--- src/rtl/lut_product_accumulator_64b.sv ---
// Sums blocks of BLOCK_LEN unsigned 64-bit products and hands each block sum out on a valid/ready port.
// Optional build macro LUT_ACC_SAT_EN: clamp the accumulator to all-ones on carry out instead of wrapping.
module lut_product_accumulator_64b #(
    parameter int ACC_W     = 72,
    parameter int COUNT_W   = 8,
    parameter int BLOCK_LEN = 16
) (
    input  logic               clk_32b,
    input  logic               resetn_32b,
    input  logic               product_valid,
    input  logic [63:0]        product_64b,
    output logic               product_ready,
    input  logic               flush,
    input  logic               clear,
    output logic               sum_valid,
    input  logic               sum_ready,
    output logic [ACC_W-1:0]   sum_acc,
    output logic [COUNT_W-1:0] sum_count,
    output logic               overflow,
    output logic               busy
);

    typedef enum logic [1:0] {IDLE, ACCUM, HOLD} state_t;

    localparam logic [COUNT_W-1:0] BLOCK_CNT = COUNT_W'(BLOCK_LEN);

    state_t               state;
    logic [ACC_W-1:0]     acc;
    logic [COUNT_W-1:0]   count;
    logic                 ovf;
    logic                 accept;
    logic [ACC_W:0]       acc_sum;
    logic [COUNT_W-1:0]   count_inc;

    // Bit ACC_W of the result is the carry out; the low bits are the new accumulator.
    function automatic logic [ACC_W:0] acc_add(input logic [ACC_W-1:0] a, input logic [63:0] p);
        logic [ACC_W:0] s;
        s = {1'b0, a} + {{(ACC_W + 1 - 64){1'b0}}, p};
`ifdef LUT_ACC_SAT_EN
        if (s[ACC_W])
            s = {1'b1, {ACC_W{1'b1}}};
`endif
        return s;
    endfunction

    assign product_ready = (state != HOLD);
    assign accept        = product_valid & product_ready;
    assign acc_sum       = acc_add(acc, product_64b);
    assign count_inc     = count + 1'b1;

    assign sum_valid = (state == HOLD);
    assign busy      = (state != IDLE);
    assign sum_acc   = acc;
    assign sum_count = count;
    assign overflow  = ovf;

    always_ff @(posedge clk_32b or negedge resetn_32b) begin
        if (!resetn_32b) begin
            state <= IDLE;
            acc   <= '0;
            count <= '0;
            ovf   <= 1'b0;
        end else if (clear) begin
            state <= IDLE;
            acc   <= '0;
            count <= '0;
            ovf   <= 1'b0;
        end else if (state == HOLD) begin
            if (sum_ready) begin
                state <= IDLE;
                acc   <= '0;
                count <= '0;
                ovf   <= 1'b0;
            end
        end else if (accept) begin
            // IDLE and ACCUM share this path since count is zero in IDLE.
            acc   <= acc_sum[ACC_W-1:0];
            count <= count_inc;
            ovf   <= ovf | acc_sum[ACC_W];
            state <= (count_inc == BLOCK_CNT || flush) ? HOLD : ACCUM;
        end else if (state == ACCUM && flush) begin
            state <= HOLD;
        end
    end

endmodule

--- config.mk ---
export PLATFORM = sky130hd
export DESIGN_NAME = lut_product_accumulator_64b
export DESIGN_NICKNAME = d
export VERILOG_FILES = /design/src/rtl/lut_product_accumulator_64b.sv
export SDC_FILE = /design/constraint.sdc
export NUM_CORES = 1
export LEC_CHECK = 0
export ABC_AREA = 0
export BUFFER_PORTS_ARGS = -buffer_cell sky130_fd_sc_hd__clkbuf_2
export CORE_MARGIN = 2
export CORE_UTILIZATION = 56
export CTS_CLUSTER_DIAMETER = 150
export CTS_CLUSTER_SIZE = 14
export DETAILED_ROUTE_END_ITERATION = 8
export PLACE_DENSITY = 0.9
export SLEW_MARGIN = 5
export SYNTH_ARGS = -nofsm -noshare
export SYNTH_HDL_FRONTEND = slang
export SYNTH_SLANG_ARGS = --single-unit
--- constraint.sdc ---
create_clock -name clk_32b -period 3.5 [get_ports clk_32b]
set_input_delay 0.35 -clock clk_32b [delete_from_list [all_inputs] [get_ports clk_32b]]
set_output_delay 0.35 -clock clk_32b [all_outputs]
set_load 0.01 [all_outputs]
==> results by group <==
Pwr
  • Internal: 2.784 mW
  • Worst ir drop on vdd: 0.2859 mV
  • P_leak: 4.048 nW
  • Pwr per Cell Area: 585.5 nW/µm²
  • Logic gate share of total power: 52.1%
  • NetSw: 2.196 mW
  • Reg power frac: 26.4%
  • Total power: 4.981 mW
  • Power share of the clock group: 21.4%
  • Switching Fraction: 44.10%

Critical path
  • Crit path launch: sum_acc[8]$_DFFE_PN0P_
  • Worst R2R Path Depth: 10
  • Startpoint Class: flop
  • CP peak stage delay: 0.41 ns
  • Slowest cell on the critical path: dfrtp_1
  • Stages on worst setup path: 10
  • Largest delay share family, worst path: compound AO/OA/AOI/OAI gates
  • Crit path top cell by count: o211ai_1
  • Buf/Inv on CP: 0
  • CP Class: reg2reg
  • Worst Path Arrival: 3.51 ns
  • Critical Path Fanout Max: 5
  • Reg2Reg Setup Slack: 0.26 ns
  • Worst endpoint required time: 3.77 ns
  • Worst-path cell chain: ha_1 > nand3_1 > o211ai_1 > o211ai_1 > a31oi_1 > o211ai_1 > o21ai_2 > a31oi_1 > o21ai_0 > mux2i_1
  • Worst reg2reg path startpoint: sum_acc[8]$_DFFE_PN0P_
  • Crit path capture type: flop
  • Setup crit end: sum_acc[70]$_DFFE_PN0P_
  • R2R Path End: sum_acc[70]$_DFFE_PN0P_

Synthesis
  • FF+latch count, synth: 83
  • Net count after synthesis: 1058
  • Unique cell type count in the Yosys netlist: 67
  • Top_reg_cell synth: dfrtp_1
  • Largest area contributor in the netlist: dfrtp_1
  • Seq/Total Area, Yosys: 28.67%
  • Ys async rst share: 100.0%
  • EDFF count, synth: 0
  • Synthesis Warnings: 0
  • Syn_area_per_cell: 7.859 µm²
  • Synth area leaders: dfrtp_1, ha_1, nand2_1
  • Syn Inst Count: 922
  • Area share of the largest cell type after synthesis: 28.67%
  • Cell Area, Synth: 7246 µm²

Placement
  • Input/output buffers: 153
  • GP Congestion: 0.9749
  • Post-DP Area: 8178 µm²
  • Hpwl dp: 15910 µm

STA
  • Fin. max-slew vios: 0
  • Fin crit share: 92.51%
  • Max Fclk: 0.3088 GHz
  • Setup violations, final: 0
  • Fin. Hold Viols: 0
  • Slew HR: 44.10%
  • Final Critical Period: 3.238 ns
  • RSZ-0062 raised after global routing: no
  • Worst clock skew: 0.008695 ns
  • Setup TNS: 0 ns
  • Slew @ Worst Pin: 0.8385 ns

Final layout
  • Fillers: 1076
  • Layout area overhead: 17.41%
  • Area of the multi-input gates: 4946 µm²
  • Nets: 1193
  • Final Cell Area: 8507 µm²
  • Antenna diodes: 0
  • Layout cells sized above 1: 19.59%
  • Layout Utilization: 67.41%
  • Register area: 2077 µm²

Route
  • Via density: 6.283
  • Routed len/inst: 16.98 µm
  • DRC: 0
  • DRT Wirelength: 20950 µm
  • First-pass DRT Iterations: 5
  • Initial DRC count: 665
  • Post-route ant nets: 0
  • Vias: 7753

Die
  • Chip Height: 117.8 µm
  • Row cnt: 41
  • Die Area: 13870 µm²
  • # IOs: 154
  • Core Region: 12620 µm²
  • Initial core utilization: 57.42%
  • Die W: 117.8 µm

Global routing
  • Global-route wire length before repair: 35010 µm
  • Initial antenna violation count: 0
  • GRT Residual Overflow: 0
  • Largest net degree at the start of global routing: 74
  • Gr usage total: 30.46%
  • Number of global-route vias before repair: 7373

CTS
  • Setup Buffers After CTS: 0
  • Hold-fix buffers at CTS: 0
  • Root Buffer: clkbuf_16
  • CTS sink count: 83
  • Resize count post-CTS: 0
  • H-tree depth: 3
  • CTS buffer count: 9
  • Reg clk slew, reported paths: 0.06 ns
  • TritonCTS clock tree: built
  • CTS Buffer Depth: 2
  • Skew-Pair Late Insertion Delay: 0.36 ns

Hold path
  • Worst Hold Class: in2async

Status
  • Status: finished, final reports clean

Job
  • Max_cap viols: 0
## cell usage after synthesis, types with 15 or more instances
cell type,instances
xnor2_1,22
nor3_1,23
inv_1,19
xor2_1,30
nor2_1,50
a21oi_1,97
a21o_1,18
nand2_1,140
nand3_1,15
o21ai_0,105
dfrtp_1,83
ha_1,65
nand4_1,25
clkbuf_1,38
## flip-flops by register name (all words and copies together), names as in the netlist
name and cells:
sum_acc 72, state 2, overflow 1, sum_count 8
## cell families (layout without fill, tap and decap cells)
group,after synthesis,after routing,share of synthesized area [%]
DFF,83,83,28.67
adders and majority gates,66,66,11.50
xor gates and xnor gates,52,52,6.286
buffers and inverters,62,202,3.367
and+or+nand+nor,325,325,21.60
AOI/OAI and AO/OA,328,328,27.75
muxes,6,6,0.8289
## cell usage in the layout (no fill, tap or decap), types with 4 or more instances in the layout
master     instances
o21bai_1          14
a221oi_1           6
nand3_1           14
a22o_1             8
nand2_1          140
mux2i_1            6
and2_1             6
o21ai_0          105
xor2_1            30
o211ai_1           8
nor3_1            23
a21o_1            18
nor4_1             8
a21boi_0           6
a31oi_1            8
and4_1             5
a21oi_1           96
buf_4             15
xnor2_1           22
o31ai_1            6
or2_2              5
o21ai_1            9
clkbuf_2         152
and3_1            12
nor2b_1            4
o21a_1             7
ha_1              65
dfrtp_1           83
nor2_1            50
nand4_1           25
inv_1             19
nand2b_1          10
a211oi_1           8
or3_1             10
clkbuf_16          9
## metrics by stage
stage / setup WS (ns) / hold WS (ns) / instances
after detailed placement: 0.1972 / 0.4437 / 1218
after global routing: 0.06001 / 0.1036 / 1234
final: 0.2621 / 0.05611 / 1234
after global placement: 0.2876 / 0.4417 / 1218
after CTS: 0.1849 / 0.07257 / 1234
after floorplan: 0.7155 / 0.05441 / 922
## layout make-up
type	instances	area share, %
multi-input combinational	777	58.14
timing repair buffer	167	10.27
clock inverter	7	1.162
clock buffer	9	2.647
inverter	19	0.8384
tap	172	2.530
sequential	83	24.42
## worst reg2reg max path, stage by stage, from the launching register on
cell and delay [ns]:
dfrtp_1 0.41, ha_1 0.38, nand3_1 0.19, o211ai_1 0.33, o211ai_1 0.16, a31oi_1 0.37, o211ai_1 0.23, o21ai_2 0.37
a31oi_1 0.22, o21ai_0 0.25, mux2i_1 0.23
## how the worst min path moves through the flow
| stage | to | from | slack (ns) |
|---|---|---|---|
| 4_1_cts | sum_acc[31]$_DFFE_PN0P_ | resetn_32b | 0.07 |
| 3_5_place_dp | sum_acc[31]$_DFFE_PN0P_ | resetn_32b | 0.44 |
| 2_1_floorplan | overflow$_DFFE_PN0P_ | resetn_32b | 0.05 |
| 6_report | sum_acc[31]$_DFFE_PN0P_ | resetn_32b | 0.06 |
| 5_1_grt | sum_count[4]$_DFFE_PN0P_ | resetn_32b | 0.10 |
| 3_3_place_gp | sum_acc[31]$_DFFE_PN0P_ | resetn_32b | 0.44 |
## power by group through the flow
stage | clock network [mW] | logic [mW] | registers (mW)
floorplan | 0 | 1.73 | 1.38
global placement | 0 | 2.48 | 1.32
detailed placement | 0 | 2.53 | 1.33
CTS | 1.08 | 2.55 | 1.31
global route | 1.12 | 2.86 | 1.34
finish | 1.07 | 2.60 | 1.32
## routing by layer
layer  track usage, %  vias up  routed length (µm)
li1                 -     3663                   -
met5                0        -                   0
met4            11.82        0                 471
met1            41.50     3658                9198
met2            48.98      393                9520
met3            4.409       39                1760
Note: power is estimated with default switching activity, not from simulation.
